`src/rtl/scv_pkg.sv`:
```
// rtl/scv_pkg.sv - shared Super Cassette Vision types: host button state and key matrix
//
// Purpose: types shared by the SCV core blocks.
//   pad_t        - one controller: directions plus two triggers, 1 = pressed
//   hmi_t        - full host-side button state (25 bits)
//   hmi_matrix_t - 8 scan columns x 4 sense rows, 1 = key pressed
//   hmi_to_matrix- places each hmi_t key at its column/row position

package scv_pkg;

    typedef struct packed {
        logic l;
        logic u;
        logic d;
        logic r;
        logic t1;
        logic t2;
    } pad_t;

    typedef struct packed {
        pad_t       c1;
        pad_t       c2;
        logic [9:0] num;
        logic       cl;
        logic       en;
        logic       pause;
    } hmi_t;

    localparam int HMI_BITS = $bits(hmi_t);

    // Indexed [column][row]; row 0 is the least significant PB bit.
    typedef logic [7:0][3:0] hmi_matrix_t;

    // Pause is not part of the scanned matrix; it is handled as an interrupt.
    function automatic hmi_matrix_t hmi_to_matrix(input hmi_t h);
        hmi_matrix_t m;
        m    = '0;
        m[0] = {h.c2.u,  h.c2.l,  h.c1.u,  h.c1.l};
        m[1] = {h.c2.r,  h.c2.d,  h.c1.r,  h.c1.d};
        m[2] = {h.c2.t2, h.c2.t1, h.c1.t2, h.c1.t1};
        m[3] = h.num[3:0];
        m[4] = h.num[7:4];
        m[5] = {h.en, h.cl, h.num[9], h.num[8]};
        return m;
    endfunction

endpackage

```
`src/rtl/scv_debounce.sv`:
```
// rtl/scv_debounce.sv - per-bit three-sample debounce filter
//
// Purpose: each bit keeps a 2-sample history taken on i_tick; the output bit
// follows the raw bit only when the raw value and both history samples agree,
// so a change needs three consecutive agreeing ticks.
// Ports:
//   i_clk    core clock
//   i_rst_n  asynchronous active-low reset, clears history and outputs
//   i_tick   sample strobe (already qualified by the clock enable)
//   i_raw    raw W-bit input
//   o_deb    debounced W-bit output

module scv_debounce #(
    parameter int W = 1
) (
    input  logic         i_clk,
    input  logic         i_rst_n,
    input  logic         i_tick,
    input  logic [W-1:0] i_raw,
    output logic [W-1:0] o_deb
);

    logic [W-1:0] r_h0;     // most recent sample
    logic [W-1:0] r_h1;     // sample before that
    logic [W-1:0] r_deb;
    logic [W-1:0] w_agree;
    logic [W-1:0] w_next;

    assign w_agree = ~(i_raw ^ r_h0) & ~(i_raw ^ r_h1);
    assign w_next  = (w_agree & i_raw) | (~w_agree & r_deb);

    always_ff @(posedge i_clk or negedge i_rst_n) begin
        if (!i_rst_n) begin
            r_h0  <= '0;
            r_h1  <= '0;
            r_deb <= '0;
        end else if (i_tick) begin
            r_h1  <= r_h0;
            r_h0  <= i_raw;
            r_deb <= w_next;
        end
    end

    assign o_deb = r_deb;

endmodule

```
`src/rtl/scv_hmi_matrix.sv`:
```
// rtl/scv_hmi_matrix.sv - SCV keyboard/controller matrix responder with pause interrupt
//
// Purpose: debounces host button state, answers CPU column scans with
// active-low sense rows, and latches PAUSE presses as an interrupt request.
// Ports:
//   CLK        core clock
//   RESB       asynchronous active-low reset
//   CE         clock enable; all state advances only when high
//   HMI        raw button state, 1 = pressed
//   PA         scan columns from CPU, active low
//   PB         sense rows to CPU, active low, registered; PB[7:4] always 1
//   PAUSE_IRQ  level interrupt request raised by a debounced pause press
//   IRQ_ACK    single-cycle acknowledge, clears PAUSE_IRQ

module scv_hmi_matrix
    import scv_pkg::*;
#(
    parameter int TICK_DIV = 4096
) (
    input  logic       CLK,
    input  logic       RESB,
    input  logic       CE,
    input  hmi_t       HMI,
    input  logic [7:0] PA,
    output logic [7:0] PB,
    output logic       PAUSE_IRQ,
    input  logic       IRQ_ACK
);

    localparam int              CW   = $clog2(TICK_DIV);
    localparam logic [CW-1:0]   LAST = CW'(TICK_DIV - 1);

    logic [CW-1:0]         r_cnt;
    logic                  w_tick;
    logic [HMI_BITS-1:0]   w_deb;
    hmi_t                  w_deb_s;
    hmi_matrix_t           w_mat;
    logic [3:0]            w_rows;
    logic [7:0]            r_pb;
    logic                  r_pause_prev;
    logic                  r_armed;
    logic                  r_irq;
    logic                  w_pause_rise;

    // Sample-tick prescaler.
    assign w_tick = CE && (r_cnt == LAST);

    always_ff @(posedge CLK or negedge RESB) begin
        if (!RESB) begin
            r_cnt <= '0;
        end else if (CE) begin
            r_cnt <= (r_cnt == LAST) ? '0 : r_cnt + 1'b1;
        end
    end

    scv_debounce #(
        .W (HMI_BITS)
    ) u_debounce (
        .i_clk   (CLK),
        .i_rst_n (RESB),
        .i_tick  (w_tick),
        .i_raw   (HMI),
        .o_deb   (w_deb)
    );

    assign w_deb_s = w_deb;
    assign w_mat   = hmi_to_matrix(w_deb_s);

    // Wired-AND of every selected column: a row is pulled low by any
    // low PA column that holds a pressed key on that row.
    always_comb begin
        w_rows = '0;
        for (int k = 0; k < 8; k++) begin
            if (!PA[k]) begin
                w_rows = w_rows | w_mat[k];
            end
        end
    end

    always_ff @(posedge CLK or negedge RESB) begin
        if (!RESB) begin
            r_pb <= 8'hFF;
        end else if (CE) begin
            r_pb <= {4'hF, ~w_rows};
        end
    end

    // r_armed blocks the edge produced when a pause held through reset
    // finishes debouncing; it arms once a tick samples pause released.
    assign w_pause_rise = w_deb_s.pause & ~r_pause_prev & r_armed;

    always_ff @(posedge CLK or negedge RESB) begin
        if (!RESB) begin
            r_pause_prev <= 1'b0;
            r_armed      <= 1'b0;
            r_irq        <= 1'b0;
        end else if (CE) begin
            r_pause_prev <= w_deb_s.pause;
            if (w_tick && !HMI.pause) begin
                r_armed <= 1'b1;
            end
            // A new press outranks an acknowledge in the same cycle.
            if (w_pause_rise) begin
                r_irq <= 1'b1;
            end else if (IRQ_ACK) begin
                r_irq <= 1'b0;
            end
        end
    end

    assign PB        = r_pb;
    assign PAUSE_IRQ = r_irq;

endmodule
```
`config.mk`:
```
export PLATFORM = sky130hd
export DESIGN_NAME = scv_hmi_matrix
export DESIGN_NICKNAME = d
export VERILOG_FILES = /design/src/rtl/scv_pkg.sv /design/src/rtl/scv_debounce.sv /design/src/rtl/scv_hmi_matrix.sv
export SDC_FILE = /design/constraint.sdc
export NUM_CORES = 1
export LEC_CHECK = 0
export CORE_MARGIN = 2
export CORE_UTILIZATION = 50
export DETAILED_ROUTE_END_ITERATION = 10
export GPL_ROUTABILITY_DRIVEN = 0
export GPL_TIMING_DRIVEN = 0
export PLACE_DENSITY_LB_ADDON = 0.12
export SLEW_MARGIN = 20
export SYNTH_ARGS = -nofsm -noshare
export SYNTH_HDL_FRONTEND = slang
export SYNTH_SLANG_ARGS = --single-unit
```
`constraint.sdc`:
```
create_clock -name CLK -period 2.45 [get_ports CLK]
set_input_delay 0.6125 -clock CLK [delete_from_list [all_inputs] [get_ports CLK]]
set_output_delay 0.6125 -clock CLK [all_outputs]
set_load 0.02 [all_outputs]
```
# Word level (Yosys, flattened, before mapping)
# Cells that the tools add are included.
# word_totals
regBits	94
in_bits	37
output_inout_bits	9
word_cells	43
# classes
addsub	1
n_eq_ne	1
muxes	9
bitwise_logic	18
n_reduce_logical	6
# op_table
operator	n
$and 25x25->25	3
$not 25->25	3
$xor 25x25->25	2
$or 25x25->25	1
$mux 4	6
$or 4x4->4	5
$add 12x1->12 const B	1
$eq 12x12->1 const B	1
$mux 12	1
$not 4->4	1
$reduce_and 2->1	2
$and 1x1->1	2
$logic_and 1x1->1	2
$mux 1	2
$reduce_bool 2->1	1
$logic_not 1->1	1
$not 1->1	1

# Depth between registers and ports, before layout
# Gate-level depths: netlist of the first run.
# logic_depth
depth_word	12
mapped_depth	6
ltp_nobuf	4

# Cells and area by module
# A second synthesis of the first run with hierarchy kept.
# hier_totals
cells_unflattened	385
hier_area_um2	4818.4
# by_module_without_submodules
mod	n_inst	cells_each	area_per_inst_um2	seq_area_each_um2
scv_debounce	1	261	3696.0	1876.8
scv_hmi_matrix	1	124	1122.3	480.5

# Least setup slack after synthesis of the first run
# Ideal clock, no wire load.
# synth_path
path_kind	input to register
from	input CE
to	register u_debounce.r_h0[16]
setup_ns	0.125
t_arrival_ns	1.743
t_required_ns	2.325
slack_ns	0.582
cell_stages	4
path_buffers	1
cell_sequence	nand4_2 -> nor3_4 -> buf_2 -> mux2_2
# synth_via
elab_chain_cells	1
# synth_lines
element	line	rtl
start: declaration	scv_hmi_matrix.sv:22	input logic CE,
$logic_and 1x1->1	scv_hmi_matrix.sv:46	assign w_tick = CE && (r_cnt == LAST);
end signal: assignment	scv_debounce.sv:39	r_h0 <= i_raw;
end: declaration	scv_debounce.sv:23	logic [W-1:0] r_h0;
# Every way passes these cells.
# A chain may end at the register's enable or synchronous reset.

==> results of run 1 <==
==> layout make-up <==
type                            instances  area, µm²  area share
Inverter                               26       97.6      0.0183
Clock inverter                          7       80.1      0.0150
Sequential cell                        94       2360       0.443
Multi-Input combinational cell        251       1960       0.368
Clock buffer                            9        124      0.0233
Buffer                                 23        130      0.0244
Tap cell                              108        135      0.0254
Timing Repair Buffer                   43        442      0.0829
==> cells in the mapped netlist, types with 2 or more instances <==
library cell / count
or2_2: 24
xor2_1: 3
dfstp_2: 4
buf_4: 5
o31ai_1: 2
nand3_1: 30
or4_1: 3
nor2_1: 3
o41ai_1: 30
nand2b_1: 3
dfrtp_1: 90
o311ai_0: 23
nand2_1: 36
and3_1: 2
mux2_4: 18
or3_1: 2
nand4_1: 2
o22ai_1: 12
clkbuf_1: 13
buf_2: 2
inv_1: 25
xnor2_1: 3
buf_6: 3
a21oi_1: 2
mux2_2: 32
==> where the power goes <==
group / switching [mW] / leakage, nW / total, mW / internal [mW]
sequential: 0.0703 / 1.15 / 1.66 / 1.59
combinational: 0.134 / 1.18 / 0.257 / 0.123
clock: 0.585 / 0.0968 / 1.07 / 0.485
==> per-stage QoR <==
step	cells	instance area, µm²	TNS (ps)	power [mW]
floorplan	394	4540	0	1.80
global placement	541	5070	-261670	1.94
detailed placement	542	5100	-6880	1.95
CTS	558	5300	0	3.01
global route	561	5330	0	3.11
finish	561	5330	0	2.99
==> path summary, 6_finish.rpt <==
path / cells past startpoint / slack [ps] / end / startpoint
max: 6 / 190 / flip-flop / CE
min: 1 / 100 / u_debounce.r_h1[5] / RESB
max reg2reg: 6 / 270 / flip-flop / r_cnt[0]
min reg2reg: 2 / 490 / PAUSE_IRQ / PAUSE_IRQ
max in group asynchronous: 2 / 1680 / PB[1] / RESB
min in group CLK: 2 / 490 / PAUSE_IRQ / PAUSE_IRQ
==> routing by layer <==
metal  share of wire  GRT usage
met5               0          0
met4           0.012     0.0400
met3           0.036     0.0436
met2            0.48      0.332
met1            0.47      0.296
==> critical path, delay by kind of cell <==
family                 cells  cell delay (ps)
AOI/OAI and AO/OA          2              560
buffers and inverters      3             1080
and+or+nand+nor            1              200
==> logic make-up (layout without fill, tap and decap cells) <==
family,count (synthesis),count (layout)
other,1,4
AOI/OAI and AO/OA,76,76
DFF,94,94
muxes,52,52
buffers and inverters,49,108
adders and majority gates,1,1
and+or+nand+nor,112,112
xor gates and xnor gates,6,6
==> impl_metrics.json, run 1 <==
{
  "run_status": "completed",
  "hold_class": "in2async",
  "final_max_slew_viol_count": 0,
  "io_pins": 46,
  "synth_top_family_by_area": "multiplexers",
  "grt_pass1_wl_mm": 16.1,
  "first_pass_iters": 4,
  "tightest_slew_ps": 574,
  "die_w_um": 99.2,
  "drtAntennaViolNets": 0,
  "vdd_ir_drop_max_mv": 0.470,
  "h-tree-depth": 3,
  "final-setup-viol-count": 0,
  "overflow": 0,
  "cp_data_required_time_ps": 2660,
  "place_hpwl_mm": 6.99,
  "layout.nets": 486,
  "cts_tree": "done",
  "yosysWarningCount": 0,
  "mostFrequentLayoutCell": "dfrtp_1",
  "dp_slack_ps": -316,
  "fmax_ghz": 0.443,
  "remaining_drc_errors": 0,
  "max-slew-margin-rel": 0.617,
  "drt_iter0_drc": 211,
  "synthSimpleGateAreaFrac": 0.133,
  "die_area_um2": 9840,
  "via_per_inst": 5.93,
  "grt_max_degree": 70,
  "p_leak_nw": 2.42,
  "synth_edf_count": 0,
  "antenna_found_initial": 0,
  "layout_common_cells": "dfrtp_1 (90), clkdlybuf4s50_1 (38), nand2_1 (36)",
  "rsz0062_at_grt": "false",
  "diodes": 0,
  "avgSynthCellArea_um2": 11.6,
  "drt-wirelength-per-cell_um": 17.9,
  "cts_num_sinks": 94,
  "crit_slowest_cell": "clkdlybuf4s50_1",
  "coreArea_um2": 8760,
  "post_cts_resized": 0,
  "synth.distinct_cells": 44,
  "async_flop_share": 1.00,
  "area_growth_pct": 17.5,
  "cts.hold.buffers_added": 0,
  "synth_compound_area_frac": 0.137,
  "cts_root_buffer": "clkbuf_8",
  "final_core_util": 0.608,
  "start_util": 0.517,
  "numPortBuffers": 39,
  "fin_crit_sh": 0.921,
  "critical_path_arrival_ps": 2470,
  "die_y_um": 99.2,
  "grt_pass1_vias": 3148,
  "yosys-top-cells-area": "dfrtp_1 (50%), mux2_2 (7.9%), mux2_4 (6.0%)",
  "drv_cap": 0,
  "post_synth_xor_area_fraction": 0.0116,
  "worst-setup-path-type": "in2reg",
  "p_per_area_nw_per_um2": 561,
  "vias": 3326,
  "wirelength_mm": 10.0,
  "clk_latency_ps": 360,
  "start_kind": "input pin",
  "finalCriticalPeriod_ps": 2260,
  "post-cts-setup-buffers": 0,
  "setup_ws_ps": 193,
  "skew_ps": 9.60,
  "cts_buffer_depth": 2,
  "crit_fanout": 10,
  "synth_seq_cells": 94,
  "row_count": 34,
  "grt_usage": 0.207,
  "synthesis.area_um2": 4530,
  "clkTransAtPathRegs_ps": 100,
  "ys_seq_area_frac": 0.520,
  "whs_ps": 96.4,
  "endpoint_kind": "flip-flop",
  "muxShareOfSynthArea": 0.144,
  "postSynthCellCount": 391,
  "synthAdderAreaFrac": 0.00276,
  "slowest_delay_ps": 490,
  "synth_top_cell_area_share": 0.497,
  "finalHoldViolations": 0,
  "yosys.area.top_type": "dfrtp_1",
  "drive_above_1_share": 0.252,
  "cts_made_buffers": 9,
  "fillers": 708,
  "crit_chain": "clkdlybuf4s50_1 -> nand4_2 -> clkbuf_1 -> buf_2 -> o41ai_1 -> o311ai_0",
  "synth_ff_type": "dfrtp_1"
}
(Power assumes the default switching activity.)
==> run 2: changes to the inputs <==
Settings changed: PLACE_DENSITY set to 0.72, PLACE_DENSITY_LB_ADDON 0.12 to not set.
Clock period 2.45 ns to 2.3 ns, I/O delays scaled along.
==> run 2 against run 1 <==
Non-clock buffer count is 1 lower. Global-route usage up 1.2 points. Power rose by 2.7%. Cell count decreased by 0.18%. Die area unchanged. Setup slack got worse by 41 ps. Critical path depth did not move. Hold slack better by 3.1 ps. Clock power is 4% lower. Register-to-register slack lost 80 ps. Combinational power grew 6%. Utilization decreased by 0.29 points. Critical path type unchanged.
==> impl_metrics.json, run 2 (synthesis results as in run 1) <==
{
  "p_per_area_nw_per_um2": 580,
  "antenna_found_initial": 0,
  "crit_fanout": 10,
  "cts_buffer_depth": 2,
  "final_max_slew_viol_count": 0,
  "wirelength_mm": 10.2,
  "via_per_inst": 6.04,
  "grt_max_degree": 60,
  "final-setup-viol-count": 0,
  "critical_path_arrival_ps": 2350,
  "final_core_util": 0.605,
  "instances_no_fill": 560,
  "dp_cells": 542,
  "layout.nets": 485,
  "final_cell_area_um2": 5300,
  "p_clk_frac": 0.336,
  "drive_above_1_share": 0.252,
  "diodes": 0,
  "cts_num_sinks": 94,
  "die_y_um": 99.2,
  "fin_setup_tns_ps": 0,
  "rsz0062_at_grt": "false",
  "first_pass_iters": 5,
  "p_leak_nw": 2.41,
  "skew_ps": 8.04,
  "die_w_um": 99.2,
  "placed_area_um2": 5100,
  "drt-wirelength-per-cell_um": 18.3,
  "vias": 3381,
  "start_util": 0.517,
  "p_seq_frac": 0.576,
  "io_pins": 46,
  "whs_ps": 99.5,
  "grt_pass1_wl_mm": 17.1,
  "cts_tree": "done",
  "numPortBuffers": 39,
  "die_area_um2": 9840,
  "drv_cap": 0,
  "cts_root_buffer": "clkbuf_8",
  "h-tree-depth": 3,
  "start_kind": "input pin",
  "internal_power_mw": 2.28,
  "p_sw_mw": 0.793,
  "dp_slack_ps": -396,
  "endpoint_kind": "flip-flop",
  "finalCriticalPeriod_ps": 2150,
  "drtAntennaViolNets": 0,
  "cp_data_required_time_ps": 2510,
  "cts_made_buffers": 9,
  "fin_crit_sh": 0.934,
  "worst-setup-path-type": "in2reg",
  "row_count": 34,
  "mostFrequentLayoutCell": "dfrtp_1",
  "power_mw": 3.07,
  "drt_iter0_drc": 169,
  "grt_pass1_vias": 3381,
  "swShare": 0.258,
  "tightest_slew_ps": 627,
  "coreArea_um2": 8760,
  "remaining_drc_errors": 0,
  "place_hpwl_mm": 7.08,
  "setup_ws_ps": 152,
  "pwr-share-comb": 0.089,
  "clk_latency_ps": 360,
  "max-slew-margin-rel": 0.582,
  "vdd_ir_drop_max_mv": 0.360,
  "finalHoldViolations": 0,
  "overflow": 0,
  "fmax_ghz": 0.466,
  "area_growth_pct": 16.9,
  "clkTransAtPathRegs_ps": 90,
  "run_status": "completed",
  "grt_usage": 0.219,
  "layout_common_cells": "dfrtp_1 (90), clkdlybuf4s50_1 (38), nand2_1 (36)",
  "hold_class": "in2async",
  "cts.hold.buffers_added": 0
}
==> run 2: what timing repair did <==
action,CTS,global route
pin swaps,1,0
endpoints found under the setup margin,7,10
gates cloned,0,0
resized for setup,0,4
setup buffers,2,0
==> run 2: worst paths after layout <==
kind,start,endpoint,slack (ps),cells after the start
setup / recovery,CE,flip-flop,150,6
hold / removal,RESB,asynchronous set/reset pin,100,1
hold reg to reg,PAUSE_IRQ,PAUSE_IRQ,490,2
setup reg to reg,r_cnt[0],flip-flop,190,6
max in group asynchronous,RESB,PB[0],1560,2
min in group CLK,PAUSE_IRQ,PAUSE_IRQ,490,2
==> run 2: critical path, cell delays in order <==
cell and delay [ps]:
clkdlybuf4s50_1 490, nand4_2 190, buf_2 260, buf_2 230, o41ai_1 410, o311ai_0 190
==> run 2: final cells by class <==
class                   instances  area (µm²)
plain buffers                  23         131
clock buffers                  11         151
clock inverters                 5        33.8
fillers                       763        3460
inverters                      26        97.6
multi-input cells             251        1960
flip-flops and latches         94        2360
well taps                     108         135
repair buffers                 42         434
==> run 2: power groups by stage <==
stage                     clock [mW]  sequential [mW]  combinational, mW
after CTS                       1.05             1.77              0.276
after global placement             0             1.80              0.262
final                           1.03             1.77              0.273
after detailed placement           0             1.80              0.275
after floorplan                    0             1.78              0.131
after global routing            1.11             1.78              0.304
==> run 2: metal layers <==
layer  GRT usage  vias up  wire length [µm]
li1            -     1572                 -
met1       0.302     1708              4760
met2       0.354       82              4910
met3      0.0344       19               353
met4      0.0790        0               209
met5           0        -                 0
==> run 3: changes to the inputs <==
Settings changed: CORE_MARGIN 2 to not set.
==> run 3 against run 2 <==
Critical path type unchanged. Sequential power is essentially flat. Critical path depth is the same. Die area shrank 4.0%. Via count shrank 2.4%. Clock skew grew 6.3 ps.
==> impl_metrics.json, run 3 (synthesis results as in run 1) <==
{
  "run_status": "completed",
  "vias": 3299,
  "final_max_slew_viol_count": 0,
  "p_leak_nw": 2.43,
  "crit_family": "buffers and inverters",
  "fmax_ghz": 0.471,
  "r2r_cells": 6,
  "grt_pass1_vias": 3302,
  "cts.hold.buffers_added": 0,
  "cp_data_required_time_ps": 2510,
  "cts_made_buffers": 9,
  "cts_num_sinks": 94,
  "cts_root_buffer": "clkbuf_8",
  "critical_path_arrival_ps": 2340,
  "diodes": 0,
  "layout_common_cells": "dfrtp_1 (90), clkdlybuf4s50_1 (38), nand2_1 (36)",
  "cp.buffers_inverters": 3,
  "hold_class": "in2async",
  "drt-wirelength-per-cell_um": 17.4,
  "antenna_found_initial": 0,
  "cts_buffer_depth": 2,
  "h-tree-depth": 3,
  "io_pins": 46,
  "mostFrequentLayoutCell": "dfrtp_1",
  "layout.nets": 485,
  "start_util": 0.517,
  "numPortBuffers": 39,
  "crit_fanout": 10,
  "endpoint_kind": "flip-flop",
  "grt_pass1_wl_mm": 16.6,
  "finalHoldViolations": 0,
  "start_kind": "input pin",
  "skew_ps": 14.3,
  "die_w_um": 97.2,
  "first_pass_iters": 4,
  "drv_cap": 0,
  "wirelength_mm": 9.75,
  "grt_max_degree": 50,
  "vdd_ir_drop_max_mv": 0.440,
  "r2r_slack_ps": 180,
  "final-setup-viol-count": 0,
  "tightest_slew_ps": 578,
  "rsz0062_at_grt": "true",
  "crit_chain": "clkdlybuf4s50_1 -> nand4_2 -> clkbuf_2 -> buf_2 -> o41ai_1 -> o311ai_1",
  "cts_tree": "done",
  "clkTransAtPathRegs_ps": 100,
  "fin_crit_sh": 0.924,
  "area_growth_pct": 17.8,
  "via_per_inst": 5.89,
  "die_area_um2": 9450,
  "clk_latency_ps": 370,
  "remaining_drc_errors": 0,
  "slowest_delay_ps": 490,
  "overflow": 0,
  "worst-setup-path-type": "in2reg",
  "p_per_area_nw_per_um2": 611,
  "r2r_start": "r_cnt[0]",
  "max-slew-margin-rel": 0.615,
  "coreArea_um2": 8760,
  "drive_above_1_share": 0.250,
  "drt_iter0_drc": 161,
  "row_count": 34,
  "die_y_um": 97.2,
  "drtAntennaViolNets": 0,
  "finalCriticalPeriod_ps": 2120,
  "crit_slowest_cell": "clkdlybuf4s50_1",
  "grt_usage": 0.221,
  "final_core_util": 0.609,
  "place_hpwl_mm": 6.74,
  "whs_ps": 126
}
-- run 3: stage by stage --
stage / setup WS (ps) / instance area (µm²) / setup TNS (ps) / std cells / power (mW)
floorplan: 442 / 4540 / 0 / 394 / 1.92
global route: -1.25 / 5340 / -1.25 / 560 / 3.39
finish: 176 / 5340 / 0 / 560 / 3.26
detailed placement: -418 / 5100 / -13170 / 542 / 2.07
CTS: 64.6 / 5340 / 0 / 560 / 3.30
global placement: -2820 / 5070 / -271370 / 541 / 2.06
-- run 3: area by class of cell --
class,count,area [µm²]
Tap cell,108,135
Sequential cell,94,2360
Fill cell,703,3420
Inverter,26,97.6
Clock inverter,5,82.6
Buffer,23,131
Clock buffer,11,141
Multi-Input combinational cell,251,1960
Timing Repair Buffer,42,434
-- run 3: where the power goes --
part | total, mW | switching [mW] | internal, mW
logic | 0.271 | 0.140 | 0.132
clock network | 1.22 | 0.580 | 0.642
registers | 1.77 | 0.0724 | 1.70
total | 3.26 | 0.792 | 2.47
-- run 3: worst max path at each step --
stage               depth (start not counted)  slack, ps                  end      from
finish                                      6        180            flip-flop        CE
global placement                            1      -2820  u_debounce.r_h0[18]      RESB
global route                                5         -1            flip-flop  r_cnt[0]
floorplan                                   5        440  u_debounce.r_h0[16]  r_cnt[0]
detailed placement                          5       -420  u_debounce.r_h0[21]        CE
CTS                                         6         60            flip-flop        CE
-- run 3: worst register-to-register path, cell delays in order (launching register included) --
cell	delay, ps
dfrtp_1	450
ha_1	240
nand4_2	210
clkbuf_2	270
buf_2	240
o41ai_1	380
o311ai_1	180
-- run 3: what timing repair did --
item,CTS,global route
buffers inserted,2,0
resized for setup,0,4
endpoints found under the setup margin,7,4
pin swaps,1,0
gates cloned,0,0
-- run 3: layer usage --
layer  vias up  part of all wire  wire, µm  track usage
li1       1561                 -         -            -
met1      1652              0.46      4500        0.306
met2        73              0.48      4690        0.353
met3        13             0.042       407       0.0482
met4         0             0.016       154       0.0645
met5         -                 0         0            0
